===== src/rtl/mem_stage_ctrl.sv =====
// mem_stage_ctrl: initiator side of the MEM-stage data memory interface.
// Converts byte addresses to word indices, drives the read/write strobes
// over WAIT_CYCLES+1 access cycles and freezes the pipeline via `ready`.
//
// Ports:
//   clk, rst              clock, synchronous active-high reset
//   MEM_r_en, MEM_w_en    load / store request from the MEM stage
//   address, data_in      byte address and store value
//   ready                 0 = freeze pipeline (combinational)
//   data_out              registered load result toward WB
//   addr_fault            one-cycle pulse after a rejected request
//   mem_r_en, mem_w_en    memory strobes
//   mem_addr, mem_wdata   word index and latched store value
//   mem_rdata             combinational read data from memory
//   load_count, store_count  completed-access counters (MEM_STAGE_STATS_EN only)
//
// Optional feature macro: MEM_STAGE_STATS_EN.

module mem_stage_ctrl #(
   parameter int unsigned WAIT_CYCLES = 4,
   parameter int unsigned BASE_ADDR   = 1024,
   parameter int unsigned DEPTH_WORDS = 64
) (
   input  logic                           clk,
   input  logic                           rst,
   input  logic                           MEM_r_en,
   input  logic                           MEM_w_en,
   input  logic [31:0]                    address,
   input  logic [31:0]                    data_in,
   output logic                           ready,
   output logic [31:0]                    data_out,
   output logic                           addr_fault,
   output logic                           mem_r_en,
   output logic                           mem_w_en,
   output logic [$clog2(DEPTH_WORDS)-1:0] mem_addr,
   output logic [31:0]                    mem_wdata,
   input  logic [31:0]                    mem_rdata
`ifdef MEM_STAGE_STATS_EN
   ,
   output logic [15:0]                    load_count,
   output logic [15:0]                    store_count
`endif
);

   localparam int unsigned AW = $clog2(DEPTH_WORDS);
   localparam int unsigned CW = (WAIT_CYCLES > 0) ? $clog2(WAIT_CYCLES + 1) : 1;
   localparam logic [31:0] ADDR_LO  = 32'(BASE_ADDR);
   localparam logic [31:0] ADDR_HI  = 32'(BASE_ADDR + 4 * DEPTH_WORDS);
   localparam logic [CW-1:0] CNT_LAST = CW'(WAIT_CYCLES);
   localparam logic [CW-1:0] CNT_PRE  = CW'((WAIT_CYCLES > 0) ? WAIT_CYCLES - 1 : 0);
   localparam bit NO_WAIT = (WAIT_CYCLES == 0);

   typedef enum logic [1:0] {S_IDLE, S_ACCESS, S_DONE} state_t;

   state_t          r_state;
   logic [CW-1:0]   r_cnt;
   logic            r_is_store;

   logic            w_req;
   logic            w_valid;
   logic [AW-1:0]   w_index;
   logic            w_last;
   logic            w_pre_last;

   // Request qualification: in range and word aligned.
   assign w_req      = MEM_r_en | MEM_w_en;
   assign w_valid    = w_req && (address >= ADDR_LO) && (address < ADDR_HI)
                       && (address[1:0] == 2'b00);
   assign w_index    = AW'((address - ADDR_LO) >> 2);
   assign w_last     = (r_cnt == CNT_LAST);
   // The write strobe is registered, so it is raised one cycle ahead of the final cycle.
   assign w_pre_last = !NO_WAIT && (r_cnt == CNT_PRE);

   // Stall while a valid request waits in IDLE and for the whole ACCESS phase.
   always_comb begin
      ready = 1'b0;
      case (r_state)
         S_IDLE:  ready = !w_valid;
         S_DONE:  ready = 1'b1;
         default: ready = 1'b0;
      endcase
   end

   // Access sequencer with registered strobes and load capture.
   always_ff @(posedge clk) begin
      if (rst) begin
         r_state    <= S_IDLE;
         r_cnt      <= '0;
         r_is_store <= 1'b0;
         data_out   <= '0;
         addr_fault <= 1'b0;
         mem_r_en   <= 1'b0;
         mem_w_en   <= 1'b0;
         mem_addr   <= '0;
         mem_wdata  <= '0;
`ifdef MEM_STAGE_STATS_EN
         load_count  <= '0;
         store_count <= '0;
`endif
      end else begin
         addr_fault <= 1'b0;
         case (r_state)
            S_IDLE: begin
               if (w_valid) begin
                  // Store wins over a simultaneous load.
                  r_is_store <= MEM_w_en;
                  mem_addr   <= w_index;
                  mem_wdata  <= data_in;
                  r_cnt      <= '0;
                  mem_r_en   <= !MEM_w_en;
                  mem_w_en   <= MEM_w_en && NO_WAIT;
                  r_state    <= S_ACCESS;
               end else if (w_req) begin
                  addr_fault <= 1'b1;
               end
            end
            S_ACCESS: begin
               if (w_last) begin
                  mem_r_en <= 1'b0;
                  mem_w_en <= 1'b0;
                  if (!r_is_store) begin
                     data_out <= mem_rdata;
                  end
`ifdef MEM_STAGE_STATS_EN
                  if (r_is_store) begin
                     store_count <= store_count + 16'd1;
                  end else begin
                     load_count <= load_count + 16'd1;
                  end
`endif
                  r_state <= S_DONE;
               end else begin
                  r_cnt <= r_cnt + CW'(1);
                  if (r_is_store && w_pre_last) begin
                     mem_w_en <= 1'b1;
                  end
               end
            end
            S_DONE: begin
               // The old request is still present here; it is not re-issued.
               r_state <= S_IDLE;
            end
            default: r_state <= S_IDLE;
         endcase
      end
   end

endmodule


===== config.mk =====
export PLATFORM = sky130hd
export DESIGN_NAME = mem_stage_ctrl
export DESIGN_NICKNAME = d
export VERILOG_FILES = /design/src/rtl/mem_stage_ctrl.sv
export SDC_FILE = /design/constraint.sdc
export NUM_CORES = 1
export LEC_CHECK = 0
export BUFFER_PORTS_ARGS = -buffer_cell sky130_fd_sc_hd__buf_2
export CAP_MARGIN = 40
export CELL_PAD_IN_SITES_DETAIL_PLACEMENT = 0
export CELL_PAD_IN_SITES_GLOBAL_PLACEMENT = 1
export CORE_UTILIZATION = 29
export CTS_CLUSTER_SIZE = 12
export DETAILED_ROUTE_END_ITERATION = 8
export PLACE_DENSITY_LB_ADDON = 0.3
export SYNTH_ARGS = -nofsm -noshare
export SYNTH_HDL_FRONTEND = slang
export SYNTH_SLANG_ARGS = --single-unit

===== constraint.sdc =====
create_clock -name clk -period 2.02 [get_ports clk]
set_clock_uncertainty 0.15 [all_clocks]
set_input_delay 0.101 -clock clk [delete_from_list [all_inputs] [get_ports clk]]
set_output_delay 0.101 -clock clk [all_outputs]
set_load 0.1 [all_outputs]

==> impl_metrics.toml, run 1 <==
[sta]
worst_pin_slew_ns = 0.747
min_period_ns = 1.97
finalSetupViolations = 0
hold_viol_final = 0
fmax_mhz = 509
maxSlewViolCount = 0
hold-worst-slack_ns = 0.111
rsz0062_at_grt = "yes"
relSlewSlack = 0.502
fin_crit_sh = 0.973

[final_layout]
n_fill_cell = 1102
nets = 722
final_util = 0.485
synthToLayoutAreaGrowth_pct = 61.8
drive_above_1_share = 0.409
antenna_cells = 0

[clock_tree]
post_cts_buffers = 0
cts_buffer_depth = 2
root_buffer = "clkbuf_16"
htree_levels = 3
tritoncts = "done"
clk_latency_ns = 0.33
numCtsBuffers = 9
clk_pin_slew_ns = 0.06
cts_sinks = 79

[global_route]
grt_util_met3 = 0.0503
grt_remaining_overflow = 0
grt_use_total = 0.180
grt_max_degree = 42
grt_pass1_wl_mm = 18.0
use_met2 = 0.294
grtUsageMet1 = 0.230
busiest_layer = "met2"
grt_pass1_vias = 3781
antenna_found_initial = 0

[floorplan]
io_pins = 174
dieWidth_um = 111
die_y_um = 111
initial_core_util = 0.300
dieArea_sq_um = 12300
core_sq_um = 11500
rows = 39

[logic_synthesis]
synth.most_common_cell = "dfxtp_1"
syn_area_per_cell_sq_um = 8.89
ys_types = 31
synth_flop_cell = "dfxtp_1"
syn_inst = 387
ys_ff_latch = 79
ys_seq_area_frac = 0.460
async_flop_share = 0
yosys.area.top_type = "dfxtp_1"
synth_edf_count = 0
syn-cell-area_sq_um = 3440
synthTopCellsByArea = "dfxtp_1 46%, o31ai_2 14%, a21oi_1 11%, nand4_1 7.6%, nand2_1 7.4%"
yosys-top-cells-count = "79 x dfxtp_1, 73 x a21oi_1, 68 x nand2_1"
synth_top_area_share = 0.460
ys_warn_count = 0
synth.net_count = 490

[worst_setup_path]
worst_ep_arrival_time_ns = 1.71
crit_fanout = 4
crit_type = "primary input to output pin"
cp-end-kind = "output pin"
cp.required_ns = 1.77
start_kind = "primary input"
regToRegSetupSlack_ns = 0.24

[pwr]
powerDensity_nw_per_um2 = 637
ir_worst_vdd_v = 0.000307
power.leakage_nw = 2.25

[placed_design]
place_hpwl_mm = 7.16
io_buffers = 173
gp_congestion = 0.723

[drt]
vias = 3794
drc_errors = 0
viasPerCell = 4.95
first_pass_iters = 5
routed_wl_mm = 11.1
wl_per_cell_um = 14.5
drt-initial-drc-count = 211
antenna_left = 0

[outcome]
status = "completed"

[hold_path]
hold_class = "primary input to flip-flop"

[flow_run]
max_cap_viol_count = 0
-- where the power goes --
part	switching, mW	internal (mW)
Combinational	0.115	0.176
Sequential	0.000234	1.56
Clock	0.614	1.08
-- cell type report --
class	instances	area, sq um	share of cell area
inverters	4	15.0	0.00270
repair buffers	264	1800	0.323
clock inverters	4	70.1	0.0126
clock buffers	12	236	0.0425
flip-flops and latches	79	1580	0.284
well taps	143	179	0.0321
multi-input cells	261	1690	0.303
-- flip-flops by register name, indices dropped and copies added, names as in the netlist --
signal / flops
r_cnt: 3
data_out: 32
mem_addr: 6
r_state: 2
mem_r_en: 1
mem_wdata: 32
r_is_store: 1
addr_fault: 1
mem_w_en: 1
-- stage by stage --
step | setup WS, ns | setup TNS [ns] | cells | cell area [sq um] | total power, mW
finish | 0.0541 | 0 | 767 | 5570 | 3.54
global placement | -0.397 | -14.40 | 680 | 4520 | 1.78
global route | -0.0103 | -0.0103 | 767 | 5570 | 3.70
CTS | 0.000954 | 0 | 767 | 5550 | 3.60
detailed placement | -0.421 | -15.64 | 680 | 4520 | 1.78
floorplan | 0.0254 | 0 | 387 | 3460 | 1.66
-- worst paths after layout --
kind | from | cells past startpoint | to
max | address[11] | 6 | ready
min | address[12] | 4 | addr_fault
max reg2reg | r_state[0] | 4 | mem_wdata[27]
min reg2reg | data_out[3] | 2 | data_out[3]
-- cell usage in the layout (no fill, tap or decap), types with 3 or more instances in the layout --
cell / count
o31ai_2: 39
o21ai_0: 3
clkbuf_1: 3
nand2_1: 68
dlygate4sd3_1: 71
clkbuf_16: 9
nor4_1: 5
dfxtp_1: 79
buf_2: 171
nor2_1: 3
a21oi_1: 73
inv_1: 4
ha_1: 3
buf_12: 5
buf_4: 16
nand4_1: 42
-- what timing repair did --
action,CTS,global route
pin swaps,1,0
hold endpoints to repair,72,0
setup endpoints to repair,21,32
hold buffers,71,0
gates resized for setup,3,5
-- cells by family (layout without fill, tap and decap cells) --
logic type / count (synthesis) / in the layout / share of synthesized area
simple gates: 139 / 139 / 0.205
compound gates: 119 / 119 / 0.263
flops: 79 / 79 / 0.460
buf+inv: 47 / 284 / 0.0622
fa+ha+maj: 3 / 3 / 0.0109
-- routing by layer --
layer  wire length [um]  up-vias
met5                  0        -
met4                161        0
met3                825       13
met2               5130      161
met1               4970     1747
li1                   -     1873
-- critical path, stage by stage --
cell,delay [ns]
buf_6,0.09
or4_4,0.53
or4_4,0.54
nor4_4,0.22
nor2_4,0.06
buf_12,0.17
Power figures use the tool's default switching activity.
==> run 2: changes to the inputs <==
--- a/config.mk
+++ b/config.mk
@@ -9,7 +9,7 @@
 export CAP_MARGIN = 40
 export CELL_PAD_IN_SITES_DETAIL_PLACEMENT = 0
 export CELL_PAD_IN_SITES_GLOBAL_PLACEMENT = 1
-export CORE_UTILIZATION = 29
+export CORE_UTILIZATION = 30
 export CTS_CLUSTER_SIZE = 12
 export DETAILED_ROUTE_END_ITERATION = 8
 export PLACE_DENSITY_LB_ADDON = 0.3
==> constraint.sdc (replaced) <==
create_clock -name clk -period 2 [get_ports clk]
set_clock_uncertainty 0.15 [all_clocks]
set_input_delay 0.1 -clock clk [delete_from_list [all_inputs] [get_ports clk]]
set_output_delay 0.1 -clock clk [all_outputs]
set_load 0.1 [all_outputs]
==> run 2 against run 1 <==
  * The run now ends with negative setup slack left
  * Total power is 3.2% lower
  * Sequential power hardly changed
  * Core utilization grew 2.7 points
  * Via count fell by 0.55%
  * Worst setup slack got worse by 0.061 ns
  * First-iteration DRC count grew 23%
  * Die area fell by 3.3%
  * Cell count up 0.39%
  * Worst hold slack got worse by 0.082 ns
  * Critical path depth unchanged
  * Wire length is 1.5% higher
  * Non-clock buffer count grew 6
  * Critical path type unchanged
==> impl_metrics.toml, run 2 (synthesis gave the netlist of run 1 again) <==
[clock_tree]
numCtsBuffers = 9
tritoncts = "done"
clk_latency_ns = 0.33
cts_sinks = 79
cts_buffer_depth = 2
root_buffer = "clkbuf_16"
clk_pin_slew_ns = 0.06
htree_levels = 3

[worst_setup_path]
crit_path_cell_trace = "buf_6 -> or4_4 -> or4_4 -> nor4_4 -> nor2_4 -> buf_12"
cpMostUsedCell = "or4_4"
crit_type = "primary input to output pin"
regToRegSetupSlack_ns = 0.22
cp_num_buf_inv = 2
crit_slowest_cell = "or4_4"
worst_ep_arrival_time_ns = 1.76
start_kind = "primary input"
cp.required_ns = 1.75
r2r_end = "mem_wdata[4]"
ff2ff_path_depth = 4
cpPeakStageDelay_ns = 0.57
crit_family = "simple AND/OR/NAND/NOR gates"
crit_fanout = 2
r2r-start = "r_state[0]"
cp-end-kind = "output pin"

[placed_design]
gp_congestion = 0.752
post-place-cells = 680
place_hpwl_mm = 7.10
dp_slack_ns = -0.406
io_buffers = 173

[floorplan]
die_y_um = 109
rows = 38
core_sq_um = 11000
initial_core_util = 0.313
dieArea_sq_um = 11900
dieWidth_um = 109
io_pins = 174

[hold_path]
hold_class = "primary input to flip-flop"
whs_endpoint = "r_state[1]"
min_path_cells = 2
hold_path.startpoint = "rst"

[drt]
viasPerCell = 4.90
antenna_left = 0
wl_per_cell_um = 14.6
drc_errors = 0
first_pass_iters = 4
drt-initial-drc-count = 260
routed_wl_mm = 11.2
vias = 3773

[outcome]
violations = "negative setup slack"
status = "finished with violations"

[sta]
min_period_ns = 2.01
hold_viol_final = 0
layout_setup_ws_ns = -0.00689
rsz0062_at_grt = "yes"
fin_crit_sh = 1.00
relSlewSlack = 0.663
maxSlewViolCount = 0
finalSetupViolations = 1
fin_tns_setup_ns = -0.00689
worst_pin_slew_ns = 0.508
fmax_mhz = 498

[final_layout]
synthToLayoutAreaGrowth_pct = 63.5
layout_commonest_cell = "buf_2"
drive_above_1_share = 0.419
antenna_cells = 0
layout_common_cells = "171 x buf_2, 79 x dfxtp_1, 73 x a21oi_1, 71 x dlygate4sd3_1, 68 x nand2_1"
final_util = 0.512
stdcell_count = 770
nets = 728
reg_top3 = "data_out x32, mem_wdata x32, mem_addr x6"

[pwr]
powerDensity_nw_per_um2 = 610
power.leakage_nw = 2.30
ir_worst_vdd_v = 0.000330

[global_route]
grt_use_total = 0.182
antenna_found_initial = 0
grt_pass1_vias = 3532
grt_max_degree = 45
grt_pass1_wl_mm = 16.8
grt_remaining_overflow = 0

[flow_run]
max_cap_viol_count = 0
run 2: layer usage:
metal	up-vias	GRT usage	wire length [um]
met4	0	0.0550	115
met2	153	0.308	5350
met1	1726	0.226	4960
met3	9	0.0442	823
li1	1885	-	-
met5	-	0	0
run 2: cell type report:
type                            instances  area (sq um)
Sequential cell                        79          1580
Tap cell                              140           175
Inverter                                4          15.0
Clock buffer                           12           256
Fill cell                            1023          5360
Multi-Input combinational cell        261          1700
Timing Repair Buffer                  270          1870
Clock inverter                          4          28.8
run 2: what timing repair did:
item                                   CTS  global route
gates cloned                             0             1
hold buffers                            71             0
resized for setup                        7             4
pin swaps                                3             0
buffers inserted                         2             0
endpoints found under the hold margin   72             0
setup endpoints to repair                9            13
run 2: where the power goes:
part	switching [mW]	total (mW)	leakage (nW)	internal (mW)
registers	0.000411	1.57	0.636	1.57
clock network	0.644	1.56	0.135	0.911
logic	0.121	0.301	1.53	0.180
total	0.765	3.43	2.30	2.67
run 2: stage by stage:
stage / hold WS (ns) / area (sq um) / total power, mW
floorplan: 0.0860 / 3460 / 1.67
global placement: 0.193 / 4540 / 1.80
detailed placement: 0.197 / 4540 / 1.80
CTS: 0.0259 / 5580 / 3.47
global route: 0.0339 / 5630 / 3.57
finish: 0.0290 / 5630 / 3.43
run 2: worst max path at each step:
| stage | startpoint | end | slack (ns) | cells past startpoint |
|---|---|---|---|---|
| floorplan | address[11] | ready | 0.007 | 5 |
| global placement | address[11] | r_cnt[0] | -0.41 | 6 |
| detailed placement | address[11] | r_cnt[0] | -0.41 | 6 |
| CTS | address[1] | ready | -0.007 | 6 |
| global route | address[1] | ready | -0.04 | 6 |
| finish | address[1] | ready | -0.007 | 6 |
==> run 3: changes to the inputs <==
--- a/config.mk
+++ b/config.mk
@@ -5,7 +5,7 @@
 export SDC_FILE = /design/constraint.sdc
 export NUM_CORES = 1
 export LEC_CHECK = 0
-export BUFFER_PORTS_ARGS = -buffer_cell sky130_fd_sc_hd__buf_2
+export BUFFER_PORTS_ARGS = -buffer_cell sky130_fd_sc_hd__clkbuf_2
 export CAP_MARGIN = 40
 export CELL_PAD_IN_SITES_DETAIL_PLACEMENT = 0
 export CELL_PAD_IN_SITES_GLOBAL_PLACEMENT = 1
@@ -13,6 +13,8 @@
 export CTS_CLUSTER_SIZE = 12
 export DETAILED_ROUTE_END_ITERATION = 8
 export PLACE_DENSITY_LB_ADDON = 0.3
+export RECOVER_POWER = 25
+export SLEW_MARGIN = 20
 export SYNTH_ARGS = -nofsm -noshare
 export SYNTH_HDL_FRONTEND = slang
 export SYNTH_SLANG_ARGS = --single-unit
==> run 3 against run 2 <==
  * The run still ends with negative setup slack left
  * Register-to-register slack improved by 0.07 ns
  * Cell area fell by 1.2%
  * Global-route usage about the same
  * Via count is 0.93% higher
  * Sequential power about the same
  * Cell count decreased by 0.13%
  * Flip-flop and latch count unchanged
  * Clock-buffer cell count is the same
  * Combinational power down 1%
  * Wire length is 1.1% lower
  * Critical path depth is the same
  * Sequential share of layout area rose by 0.34 points
  * Largest cell class unchanged
==> impl_metrics.toml, run 3 (synthesis gave the netlist of run 1 again) <==
[worst_setup_path]
worst_ep_arrival_time_ns = 1.75
start_kind = "primary input"
cp.required_ns = 1.75
r2r-start = "r_state[1]"
crit_type = "primary input to output pin"
critPathLaunch = "address[11]"
cp-end-kind = "output pin"
crit_fanout = 3

[final_layout]
finalInstanceArea_sq_um = 5560
layout_commonest_cell = "clkbuf_2"
antenna_cells = 0
nets = 727
drive_above_1_share = 0.405
reg_top3 = "data_out x32, mem_wdata x32, mem_addr x6"
synthToLayoutAreaGrowth_pct = 61.6
stdcell_count = 769
layout_common_cells = "165 x clkbuf_2, 79 x dfxtp_1, 73 x a21oi_1, 71 x dlygate4sd3_1, 68 x nand2_1"

[placed_design]
place_hpwl_mm = 7.13
dp_slack_ns = -0.376
place_area_sq_um = 4550
gp_congestion = 0.702
post-place-cells = 681
io_buffers = 173

[clock_tree]
cts_buffer_depth = 2
clk_latency_ns = 0.32
htree_levels = 3
clk_pin_slew_ns = 0.06
root_buffer = "clkbuf_16"
cts_sinks = 79
numCtsBuffers = 9
tritoncts = "done"

[sta]
hold_viol_final = 0
min_period_ns = 2.00
relSlewSlack = 0.205
finalSetupViolations = 1
layout_setup_ws_ns = -0.000500
worst_pin_slew_ns = 1.20
hold-worst-slack_ns = 0.103
maxSlewViolCount = 0
fin_crit_sh = 1.00
fmax_mhz = 500
rsz0062_at_grt = "yes"

[drt]
drt-initial-drc-count = 170
antenna_left = 0
viasPerCell = 4.95
vias = 3808
routed_wl_mm = 11.1
drc_errors = 0
first_pass_iters = 4
wl_per_cell_um = 14.5

[pwr]
ir_worst_vdd_v = 0.000328
power_mw = 3.39
power.leakage_nw = 2.20
powerDensity_nw_per_um2 = 610

[outcome]
status = "finished with violations"
violations = "negative setup slack"

[floorplan]
initial_core_util = 0.313
dieArea_sq_um = 11900
die_y_um = 109
rows = 38
core_sq_um = 11000
io_pins = 174
dieWidth_um = 109

[global_route]
grt_remaining_overflow = 0
grt_pass1_vias = 3692
antenna_found_initial = 0
grt_pass1_wl_mm = 16.9
grt_use_total = 0.182
grt_max_degree = 37

[hold_path]
hold_path.startpoint = "address[15]"
hold_class = "primary input to flip-flop"

[flow_run]
max_cap_viol_count = 0
run 3: what timing repair did:
action / 4_1_cts / 5_1_grt
gates resized for setup: 2 / 4
hold buffers: 71 / 0
hold endpoints to repair: 72 / 0
buffers inserted: 2 / 0
pin swaps: 2 / 0
setup endpoints to repair: 1 / 13
run 3: per-stage QoR:
step / utilization / TNS, ns
floorplan: - / 0
global placement: 0.414 / -12.28
detailed placement: 0.414 / -13.52
CTS: 0.505 / 0
global route: 0.506 / -0.0682
finish: 0.506 / -0.000500
run 3: worst paths after layout:
path | endpoint | cells past startpoint | slack, ns
hold / removal | addr_fault | 4 | 0.10
setup / recovery | ready | 6 | -0.0005
hold reg to reg | data_out[29] | 2 | 0.30
setup reg to reg | mem_wdata[28] | 4 | 0.29
run 3: worst max-delay path, cell delays in order:
cell    delay [ns]
buf_6         0.09
or4_4         0.53
or4_4         0.56
nor4_4        0.23
nor2_4        0.06
buf_12        0.17
run 3: layout make-up:
type / count / area (sq um)
Clock buffer: 12 / 256
Clock inverter: 4 / 20.0
Fill cell: 1015 / 5420
Inverter: 4 / 15.0
Multi-Input combinational cell: 261 / 1700
Sequential cell: 79 / 1580
Tap cell: 140 / 175
Timing Repair Buffer: 269 / 1820
run 3: power breakdown:
group          switching (mW)  internal, mW  total [mW]
clock network           0.619         0.900        1.52
registers            0.000663          1.57        1.58
logic                   0.120         0.177       0.297
total                   0.739          2.65        3.39
run 3: routing by layer:
layer / GRT usage / part of all wire / vias to the layer above
met5: 0 / 0 / -
met4: 0.0685 / 0.015 / 0
met3: 0.0466 / 0.070 / 12
met2: 0.322 / 0.48 / 136
met1: 0.208 / 0.44 / 1770
li1: - / - / 1890
